`config.mk`:
```
export PLATFORM = sky130hd
export DESIGN_NAME = osd_overlay_mixer
export DESIGN_NICKNAME = d
export VERILOG_FILES = /design/src/rtl/osd_overlay_mixer.sv
export SDC_FILE = /design/constraint.sdc
export NUM_CORES = 1
export LEC_CHECK = 0
export BUFFER_PORTS_ARGS = -buffer_cell sky130_fd_sc_hd__buf_2
export CORE_ASPECT_RATIO = 0.8
export CORE_MARGIN = 10
export CORE_UTILIZATION = 34
export CTS_CLUSTER_SIZE = 28
export DETAILED_ROUTE_END_ITERATION = 10
export HOLD_SLACK_MARGIN = 0.12
export PLACE_DENSITY_LB_ADDON = 0.3
export SETUP_SLACK_MARGIN = 0.05
export SLEW_MARGIN = 40
export SYNTH_ARGS = -nofsm -noshare
export SYNTH_HDL_FRONTEND = slang
export SYNTH_SLANG_ARGS = --single-unit
export TNS_END_PERCENT = 100
```
`constraint.sdc`:
```
create_clock -name vclk -period 7.52 [get_ports vclk]
set_input_delay 0.752 -clock vclk [delete_from_list [all_inputs] [get_ports vclk]]
set_output_delay 0.752 -clock vclk [all_outputs]
set_load 0.01 [all_outputs]
```
`src/rtl/osd_overlay_mixer.sv`:
```
// osd_overlay_mixer: derives OSD generator coordinates from DE/VSYNC and overlays OSD pixels onto delayed video
// Ports:
//   vclk, rst_i                       pixel clock, async active-high reset
//   R_i/G_i/B_i, HSYNC_i/VSYNC_i, DE_i input video (syncs active-low, DE active-high)
//   osd_bg_mode_i                     0/3=black, 1=video>>1, 2=transparent background
//   xpos_o/ypos_o                     pixel coordinates to the generator (2047 outside DE)
//   osd_enable_i/osd_color_i          generator response, OSD_LATENCY edges after coordinates
//   R_o/G_o/B_o, HSYNC_o/VSYNC_o/DE_o  mixed, registered video out
module osd_overlay_mixer #(
  parameter int          OSD_LATENCY = 6,
  parameter logic [23:0] FG_RGB      = 24'hFFFFFF
) (
  input  logic        vclk,
  input  logic        rst_i,
  input  logic [7:0]  R_i,
  input  logic [7:0]  G_i,
  input  logic [7:0]  B_i,
  input  logic        HSYNC_i,
  input  logic        VSYNC_i,
  input  logic        DE_i,
  input  logic [1:0]  osd_bg_mode_i,
  output logic [10:0] xpos_o,
  output logic [10:0] ypos_o,
  input  logic        osd_enable_i,
  input  logic        osd_color_i,
  output logic [7:0]  R_o,
  output logic [7:0]  G_o,
  output logic [7:0]  B_o,
  output logic        HSYNC_o,
  output logic        VSYNC_o,
  output logic        DE_o
);
  typedef struct packed {
    logic [23:0] rgb;
    logic        hs;
    logic        vs;
    logic        de;
  } pix_t;
  localparam pix_t IDLE = '{rgb: 24'd0, hs: 1'b1, vs: 1'b1, de: 1'b0};
  pix_t        in_reg;
  pix_t        dl [OSD_LATENCY];
  pix_t        d;
  logic [10:0] h_ctr;
  logic [10:0] v_ctr;
  logic        fall_de;
  logic        fall_vs;
  logic [23:0] dim;
  logic [23:0] mix;
  assign fall_de = in_reg.de & ~DE_i;
  assign fall_vs = in_reg.vs & ~VSYNC_i;
  assign d       = dl[OSD_LATENCY-1];
  assign dim     = {1'b0, d.rgb[23:17], 1'b0, d.rgb[15:9], 1'b0, d.rgb[7:1]};
  always_comb
    mix = !d.de ? 24'd0 :
          !osd_enable_i ? d.rgb :
          osd_color_i ? FG_RGB :
          osd_bg_mode_i == 2'd1 ? dim :
          osd_bg_mode_i == 2'd2 ? d.rgb : 24'd0;
  // Coordinates of 2047 outside DE keep the generator window closed whatever its position.
  // A VSYNC falling edge clears v_ctr even if a line ends on the same edge.
  always_ff @(posedge vclk or posedge rst_i)
    if (rst_i) begin
      in_reg <= IDLE;
      h_ctr  <= '0;
      v_ctr  <= '0;
      xpos_o <= '1;
      ypos_o <= '1;
    end else begin
      in_reg <= '{rgb: {R_i, G_i, B_i}, hs: HSYNC_i, vs: VSYNC_i, de: DE_i};
      h_ctr  <= DE_i ? h_ctr + 11'(h_ctr != '1) : '0;
      xpos_o <= DE_i ? h_ctr : '1;
      ypos_o <= DE_i ? v_ctr : '1;
      v_ctr  <= fall_vs ? '0 : fall_de ? v_ctr + 11'(v_ctr != '1) : v_ctr;
    end
  always_ff @(posedge vclk or posedge rst_i)
    if (rst_i) begin
      for (int i = 0; i < OSD_LATENCY; i++) dl[i] <= IDLE;
    end else begin
      dl[0] <= in_reg;
      for (int i = 1; i < OSD_LATENCY; i++) dl[i] <= dl[i-1];
    end
  always_ff @(posedge vclk or posedge rst_i)
    if (rst_i) begin
      {R_o, G_o, B_o} <= '0;
      HSYNC_o         <= 1'b1;
      VSYNC_o         <= 1'b1;
      DE_o            <= 1'b0;
    end else begin
      {R_o, G_o, B_o} <= mix;
      HSYNC_o         <= d.hs;
      VSYNC_o         <= d.vs;
      DE_o            <= d.de;
    end
endmodule

```
==> run_results.csv, run 1 <==
group,metric,value,unit
global_route,grt_use_total,8.65,%
place,pre_cts_ws,5270,ps
setup_path,crit_fanout,8,
drt,wl_per_cell,14.1,um
cells_and_area,nets,591,
global_route,grt_max_degree,115,
sta,fmax,446,MHz
place,placed_area,0.00865,sq mm
setup_path,crit_chain,"nand4_2 > or4_1 > ha_1 > ha_1 > nand3b_1 > or4_1 > a21oi_1",
yosys,yosys_register_bits,260,
sta,finalHoldViolations,0,
cts,ctsHoldBuffers,0,
die,die_h,156,um
cts,cts_sinks,260,
cells_and_area,drive_gt1_share,29.0,%
drt,totalWireLength,12400,um
cells_and_area,area_growth,21.7,%
die,start_util,34.7,%
global_route,antenna_found_initial,3,
yosys,synthArstFlopShare,100,%
sta,worst_slew_pin_slew,816,ps
setup_path,arrival,2610,ps
setup_path,cp_slowest_cell,"or4_1",
yosys,synthFlopType,"dfrtp_1",
cells_and_area,final_cells,881,
setup_path,end_kind,"flop",
drt,routed-via-count,3750,
run,maxCapViolCount,0,
yosys,synth_common_cells,"dfrtp_1, dfstp_2, a21boi_0, and2_1, nand2b_1",
yosys,synth_nets,495,
cts,clockBufferDepth,3,
drt,drc,0,
setup_path,r2r_slack,5280,ps
place,port_buffers,81,
sta,timing.final.ws_setup,5280,ps
worst_hold_path,hp-class,"in2async",
setup_path,start_kind,"flop",
place,globalplace.congestion,0.763,
drt,drtPass1Iterations,4,
yosys,synth_area_leaders,"dfrtp_1, dfstp_2, o31a_1, a21boi_0, and2_1",
setup_path,rr_worst_depth,7,
yosys,syn_avg_cell_area,17.1,sq um
global_route,grt_pass1_wl,21400,um
setup_path,cpPeakStageDelay,530,ps
sta,fin_crit,2240,ps
yosys,synth-edff-count,0,
sta,slew_headroom,45.6,%
die,core-area,0.0226,sq mm
yosys,yosysTopAreaCellShare,70.8,%
cts,cts_resized,0,
power,p_leak,4.32,nW
power,report.power.total,2.93,mW
outcome,outcome,"finished, final reports clean",
sta,slew_viol_final,0,
sta,rsz0062_at_grt,"false",
cts,root_buffer,"clkbuf_16",
drt,drt_iter0_drc,364,
yosys,syn-cell-area,0.00785,sq mm
sta,setup_viol,0,
global_route,gr-total-overflow,0,
cts,tritoncts,"yes",
yosys,netlist_instances,458,
yosys,yosys.area.top_type,"dfrtp_1",
sta,whs,268,ps
place,dp_cells,833,
setup_path,required,7890,ps
cells_and_area,regArea,0.00655,sq mm
yosys,synth.most_common_cell,"dfrtp_1",
drt,antenna_left,0,
die,die_area,0.0296,sq mm
sta,final.period_utilization,29.8,%
setup_path,r2r_start,"v_ctr[2]$_DFFE_PP0P_",
cells_and_area,final_util,42.2,%
yosys,post_synth_num_cell_types,30,
cells_and_area,multi_input_area,0.00122,sq mm
global_route,first_global_vias,4205,
sta,fin_setup_tns,0,ps
cells_and_area,fin_area,0.00955,sq mm
cells_and_area,largest_reg_flops,135,
cts,numCtsBuffers,25,
cts,cts_setup_buffers,0,
yosys,synth-seq-area-share,83.5,%
sta,finClkSkew,18.7,ps
power,worst_ir_drop_vdd,159,uV
drt,viasPerCell,4.26,
cts,clk_pin_slew,60,ps
die,rows,49,
cells_and_area,fill_cells,2051,
setup_path,r2r_end,"v_ctr[8]$_DFFE_PP0P_",
die,dieWidth,190,um
cts,clock_latency,520,ps
cts,h-tree-depth,1,
yosys,yosys_warnings,0,
power,powerDensity,306,mW/mm^2
die,io-pin-count,82,
place,dp_hpwl,7810,um
setup_path,worst-setup-path-type,"reg2reg",
## metal layers
metal  GRT usage [%]  share of wire, %  vias up
li1                -                 -     1729
met4            2.87               2.7        2
met5               0              0.14        -
met3            3.60               8.4       25
met2            13.4                46       93
met1            10.7                42     1901
## cell type report
cell class                      count  area share [%]
Tap cell                          306            4.01
Inverter                            5           0.236
Clock inverter                      8            1.39
Antenna cell                        2          0.0524
Multi-Input combinational cell    178            12.7
Clock buffer                       38            8.00
Sequential cell                   260            68.6
Timing Repair Buffer               84            4.95
## report_power, final
part	switching, mW	internal, mW	leakage [nW]
registers	0.0265	1.48	3.06
logic	0.0698	0.0412	0.814
clock network	0.502	0.807	0.442
## layout by cell type (no fill, tap or decap), types with 9 or more instances in the layout
cell,netlist,routed
o31a_1,21,21
nand2b_1,23,23
and2_1,24,24
clkbuf_16,0,25
dfrtp_1,222,222
a21oi_1,9,9
nand2_1,12,12
dfstp_2,38,38
clkbuf_8,0,9
a21boi_0,24,24
buf_2,3,81
## cell families after synthesis
family / synth area share, %
AOI/OAI and AO/OA: 6.20
xor gates and xnor gates: 0.446
adders and majority gates: 0.638
buffers and inverters: 1.00
DFF: 83.5
muxes: 0.893
and+or+nand+nor: 7.33
## worst max-delay path: cells and delay by family, from the launching register on
family          cells  cell delay (ps)
simple gates        4             1190
flops               1              450
fa+ha+maj           2              400
compound gates      1               60
## worst max path at each step
| stage | end | from | slack, ps |
|---|---|---|---|
| after floorplan | B_o[0]$_DFF_PP0_ | rst_i | 3370 |
| after global placement | R_o[0]$_DFF_PP0_ | rst_i | 4960 |
| after detailed placement | R_o[4]$_DFF_PP0_ | rst_i | 5270 |
| after CTS | v_ctr[2]$_DFFE_PP0P_ | v_ctr[2]$_DFFE_PP0P_ | 5280 |
| after global routing | v_ctr[8]$_DFFE_PP0P_ | v_ctr[3]$_DFFE_PP0P_ | 5130 |
| final | v_ctr[8]$_DFFE_PP0P_ | v_ctr[2]$_DFFE_PP0P_ | 5280 |
Note: power is estimated with default switching activity, not from simulation.
==> inputs of run 2 (changes only) <==
--- a/config.mk
+++ b/config.mk
@@ -5,6 +5,7 @@
 export SDC_FILE = /design/constraint.sdc
 export NUM_CORES = 1
 export LEC_CHECK = 0
+export ABC_AREA = 1
 export BUFFER_PORTS_ARGS = -buffer_cell sky130_fd_sc_hd__buf_2
 export CORE_ASPECT_RATIO = 0.8
 export CORE_MARGIN = 10
==> constraint.sdc (replaced) <==
create_clock -name vclk -period 2.3 [get_ports vclk]
set_input_delay 0.23 -clock vclk [delete_from_list [all_inputs] [get_ports vclk]]
set_output_delay 0.23 -clock vclk [all_outputs]
set_load 0.01 [all_outputs]
==> run 2 against run 1 <==
- worst hold slack gained 3.6 ps
- die area shrank 1.1%
- design area grew 2.3%
- worst setup slack lost 5000 ps
- register-to-register slack lost 5000 ps
- core utilization grew 1.3 points
- sequential power grew to 3.3 times the previous value
- clock skew shrank 6.5 ps
- cell count grew 11%
- area after synthesis shrank 1.3%
- total power grew to 3.3 times the previous value
- wire length grew 1.8%
- critical path type unchanged
==> run_results.csv, run 2 <==
group,metric,value,unit
yosys,synth_nets,552,
sta,fin_crit,2020,ps
setup_path,r2r_slack,280,ps
setup_path,cp_slowest_cell,"dfrtp_1",
cells_and_area,mostFrequentLayoutCells,"dfrtp_1, buf_2, nand2_1, a21oi_1, dfstp_2",
global_route,grt_pass1_wl,21500,um
cts,cts_setup_buffers,0,
yosys,syn-cell-area,0.00775,sq mm
yosys,synth-edff-count,0,
setup_path,cp.buffers_inverters,1,
sta,rsz0062_at_grt,"false",
drt,antenna_left,0,
drt,totalWireLength,12700,um
sta,whs,271,ps
sta,slew_headroom,48.5,%
setup_path,arrival,2420,ps
setup_path,crit_fanout,4,
yosys,synth-seq-area-share,84.6,%
cts,cts_sinks,260,
sta,finClkSkew,12.2,ps
cts,clockBufferDepth,3,
yosys,synth.most_common_cell,"dfrtp_1",
setup_path,crit_top_cell,"nand2_1",
cts,h-tree-depth,1,
setup_path,crit_chain,"nand2_1 > nor3_1 > nand3_1 > ha_1 > ha_1 > nand2_1 > inv_2 > nand2_1 > nor2_2 > nand2_1 > nand2_1 > nand2_1 > nor2_1",
sta,finalHoldViolations,0,
outcome,outcome,"finished, final reports clean",
cts,root_buffer,"clkbuf_16",
yosys,synth_common_cells,"dfrtp_1, nand2_1, a21oi_1",
cts,clock_latency,510,ps
die,die_h,155,um
cts,clk_pin_slew,60,ps
setup_path,required,2700,ps
drt,viasPerCell,4.14,
yosys,yosysTopAreaCellShare,71.7,%
sta,final.period_utilization,87.7,%
cts,numCtsBuffers,27,
yosys,post_synth_num_cell_types,27,
drt,routed-via-count,4032,
yosys,synth_area_leaders,"dfrtp_1, dfstp_2, nand2_1, a21oi_1, inv_1",
place,placed_area,0.00854,sq mm
place,port_buffers,81,
yosys,yosys_register_bits,260,
cells_and_area,mostFrequentLayoutCell,"dfrtp_1",
die,start_util,34.5,%
die,dieWidth,189,um
global_route,gr-total-overflow,0,
place,globalplace.congestion,0.750,
die,core-area,0.0224,sq mm
power,worst_ir_drop_vdd,553,uV
cells_and_area,area_growth,26.1,%
global_route,first_global_vias,4334,
cts,tritoncts,"yes",
power,powerDensity,999,mW/mm^2
yosys,netlist_instances,515,
cts,cts_resized,0,
drt,drtPass1Iterations,4,
sta,fin_setup_tns,0,ps
global_route,antenna_found_initial,0,
cells_and_area,largest_reg_flops,135,
place,pre_cts_ws,309,ps
setup_path,cpPeakStageDelay,390,ps
cells_and_area,nets,685,
die,rows,49,
cts,ctsHoldBuffers,31,
drt,wl_per_cell,13.0,um
die,die_area,0.0293,sq mm
worst_hold_path,hp-class,"in2reg",
die,io-pin-count,82,
setup_path,end_kind,"flop",
drt,drc,0,
sta,fmax,495,MHz
sta,slew_viol_final,0,
cells_and_area,fill_cells,2039,
cells_and_area,fin_area,0.00977,sq mm
power,p_leak,4.55,nW
yosys,yosys.area.top_type,"dfrtp_1",
sta,timing.final.ws_setup,282,ps
drt,drt_iter0_drc,246,
setup_path,crit_family,"simple AND/OR/NAND/NOR gates",
yosys,synthFlopType,"dfrtp_1",
sta,worst_slew_pin_slew,773,ps
global_route,grt_use_total,8.76,%
yosys,synthArstFlopShare,100,%
sta,setup_viol,0,
setup_path,worst-setup-path-type,"reg2reg",
setup_path,start_kind,"flop",
yosys,yosys_warnings,0,
place,dp_hpwl,8140,um
run,maxCapViolCount,0,
cells_and_area,drive_gt1_share,28.1,%
yosys,syn_avg_cell_area,15.0,sq um
global_route,grt_max_degree,97,
cells_and_area,num_antenna_cells,0,
run 2: path summary, 6_finish.rpt:
kind | start | to | depth (start not counted)
max | h_ctr[4]$_DFF_PP0_ | h_ctr[10]$_DFF_PP0_ | 13
min reg2reg | in_reg[22]$_DFF_PP0_ | dl[157]$_DFF_PP0_ | 0
max reg2reg | h_ctr[4]$_DFF_PP0_ | h_ctr[10]$_DFF_PP0_ | 13
min | osd_bg_mode_i[0] | R_o[7]$_DFF_PP0_ | 5
max in group asynchronous | rst_i | dl[36]$_DFF_PP0_ | 4
min in group asynchronous | rst_i | in_reg[23]$_DFF_PP0_ | 4
run 2: power by group:
group / switching [mW] / internal, mW
sequential: 0.0870 / 4.87
combinational: 0.295 / 0.172
clock: 1.65 / 2.69
run 2: kinds of logic (layout without fill, tap and decap cells):
kind of cell	after synthesis	in the layout	share of synthesized area, %
XOR/XNOR	1	1	0.113
AND/OR/NAND/NOR	135	135	7.65
adder cells (fa/ha/maj)	4	4	0.646
buffers and inverters	51	204	2.78
flip-flops	260	260	84.6
AO/OA/AOI/OAI	64	64	4.23
run 2: stage by stage:
stage,cells,power (mW),util (%)
3_5_place_dp,894,5.48,38.1
6_report,974,9.76,43.5
2_1_floorplan,515,5.28,-
5_1_grt,974,10.2,43.5
3_3_place_gp,894,5.45,38.1
4_1_cts,974,9.93,43.5
run 2: layer usage:
metal  vias up  global-route usage, %  wire length, um
li1       1891                      -                -
met1      2001                   11.5             5820
met2       108                   13.4             5710
met3        32                   2.61              727
met4         0                   3.55              395
met5         -                      0                0
run 2: cell type report:
cell class              instances  area (sq um)  area share (%)
flip-flops and latches        260          6550            67.1
multi-input cells             204           980            10.0
repair buffers                117           791            8.09
clock buffers                  38           777            7.95
well taps                     306           383            3.92
inverters                      38           146            1.50
clock inverters                11           141            1.45
run 2: worst reg2reg max path: cells and delay by family (launching register included):
family	cells	cell delay, ps
simple gates	10	1060
flops	1	390
fa+ha+maj	2	430
buf+inv	1	40
==> inputs of run 3 (changes only) <==
--- a/config.mk
+++ b/config.mk
@@ -5,7 +5,6 @@
 export SDC_FILE = /design/constraint.sdc
 export NUM_CORES = 1
 export LEC_CHECK = 0
-export ABC_AREA = 1
 export BUFFER_PORTS_ARGS = -buffer_cell sky130_fd_sc_hd__buf_2
 export CORE_ASPECT_RATIO = 0.8
 export CORE_MARGIN = 10
==> run 3 against run 2 <==
- worst setup slack got worse by 160 ps
- non-clock buffer count unchanged
- critical path depth decreased by 6
- wire length increased by 1.2%
- clock-buffer cell count decreased by 1
- sequential share of layout area decreased by 0.52 points
- worst hold slack improved by 41 ps
- cell count decreased by 6.0%
- total power decreased by 3.0%
- via count decreased by 3.2%
- critical endpoint is now v_ctr[8]$_DFFE_PP0P_
- largest cell class unchanged
- highest routed layer unchanged
==> run_results.csv, run 3 (synthesis gave the netlist of run 1 again) <==
group,metric,value,unit
drt,wl_per_cell,14.0,um
global_route,grt_max_degree,51,
cells_and_area,mostFrequentLayoutCell,"dfrtp_1",
sta,slew_headroom,47.0,%
die,rows,49,
place,port_buffers,81,
setup_path,crit_fanout,8,
sta,slew_viol_final,0,
drt,viasPerCell,4.26,
die,die_area,0.0296,sq mm
cts,tritoncts,"yes",
cts,cts_sinks,260,
sta,final.period_utilization,94.8,%
drt,routed-via-count,3902,
cts,root_buffer,"clkbuf_16",
place,globalplace.congestion,0.737,
drt,drtPass1Iterations,4,
sta,setup_viol,0,
place,dp_hpwl,8040,um
setup_path,start_kind,"flop",
global_route,grt_use_total,8.82,%
setup_path,required,2670,ps
setup_path,r2r_start,"v_ctr[3]$_DFFE_PP0P_",
cells_and_area,fill_cells,2031,
cells_and_area,area_growth,25.5,%
setup_path,startpoint,"v_ctr[3]$_DFFE_PP0P_",
cells_and_area,final_cells,916,
outcome,outcome,"finished, final reports clean",
setup_path,arrival,2550,ps
place,dp_cells,837,
cts,numCtsBuffers,26,
global_route,gr-total-overflow,0,
cells_and_area,mostFrequentLayoutCells,"dfrtp_1, buf_2, dfstp_2, dlygate4sd3_1, clkbuf_16",
drt,drc,0,
sta,rsz0062_at_grt,"false",
cts,h-tree-depth,1,
global_route,antenna_found_initial,2,
power,powerDensity,962,mW/mm^2
worst_hold_path,hp-class,"in2reg",
run,maxCapViolCount,0,
power,p_leak,4.44,nW
power,report.power.total,9.47,mW
sta,worst_slew_pin_slew,795,ps
cts,clk_pin_slew,60,ps
power,worst_ir_drop_vdd,345,uV
sta,whs,312,ps
die,die_h,156,um
drt,totalWireLength,12800,um
die,io-pin-count,82,
cells_and_area,largest_reg_flops,135,
global_route,first_global_vias,4366,
cts,clock_latency,520,ps
sta,fin_crit,2180,ps
sta,finalHoldViolations,0,
cts,clockBufferDepth,3,
die,start_util,34.7,%
worst_hold_path,hold_start,"osd_enable_i",
setup_path,worst-setup-path-type,"reg2reg",
cells_and_area,drive_gt1_share,28.5,%
die,core-area,0.0226,sq mm
setup_path,end_kind,"flop",
global_route,grt_pass1_wl,21800,um
cells_and_area,nets,625,
drt,antenna_left,0,
die,dieWidth,190,um
drt,drt_iter0_drc,238,
sta,finClkSkew,10.4,ps
sta,fmax,459,MHz
[run 3: cell types whose count changed in the layout (fill, tap and decap cells not counted), sizes merged, moves of 7 or more]
cell    before  now
a21oi       50    9
nor2        29    6
nand2       83   12
o31a         0   21
nor3         7    0
o21ai       14    5
and2         0   24
a21boi       0   24
mux2i        0    7
nand2b       0   23
inv         38    4
[run 3: cell type report]
cell class                      instances  area, sq um  share of cell area [%]
Inverter                                5         22.5                   0.229
Multi-Input combinational cell        178         1230                    12.4
Sequential cell                       260         6560                    66.5
Clock buffer                           37          742                    7.53
Clock inverter                         11          121                    1.23
Timing Repair Buffer                  117          796                    8.08
Tap cell                              306          383                    3.89
Antenna cell                            2         5.00                  0.0508
[run 3: per-stage QoR]
stage	TNS (ps)	util, %	setup WS (ps)	area [sq um]
after CTS	0	43.4	118	9830
after global routing	0	43.5	21.8	9850
final	0	43.5	120	9850
after floorplan	-310830	-	-1330	7850
after detailed placement	0	38.4	125	8680
after global placement	0	38.4	224	8680
[run 3: final timing paths]
| path | to | slack, ps | depth (start not counted) |
|---|---|---|---|
| max in group asynchronous | ypos_o[4]$_DFF_PP1_ | 1250 | 4 |
| worst max register to register | v_ctr[8]$_DFFE_PP0P_ | 120 | 7 |
| worst min-delay path | R_o[7]$_DFF_PP0_ | 310 | 3 |
| min in group asynchronous | dl[123]$_DFF_PP0_ | 340 | 3 |
| worst max-delay path | v_ctr[8]$_DFFE_PP0P_ | 120 | 7 |
| worst min register to register | dl[124]$_DFF_PP0_ | 330 | 0 |
[run 3: routing by layer]
| layer | track usage [%] | vias to the layer above | share of wire, % |
|---|---|---|---|
| met5 | 0 | - | 0 |
| met4 | 2.90 | 0 | 2.7 |
| met3 | 3.51 | 26 | 8.1 |
| met2 | 14.6 | 99 | 48 |
| met1 | 10.3 | 1977 | 41 |
| li1 | - | 1800 | - |
[run 3: what timing repair did]
item	in CTS	in global routing
setup buffers	0	1
endpoints found under the setup margin	0	4
hold endpoints to repair	45	0
resized for setup	0	3
hold buffers	28	0
[run 3: report_power, final]
part	switching (mW)	internal, mW
clock network	1.66	2.47
registers	0.0873	4.84
logic	0.238	0.172
[run 3: critical path: stages (launching register included)]
cell and delay (ps):
dfrtp_1 450, nand4_4 170, or4_1 500, ha_1 230
ha_1 190, nand3b_1 240, or4_1 180, a21oi_1 60
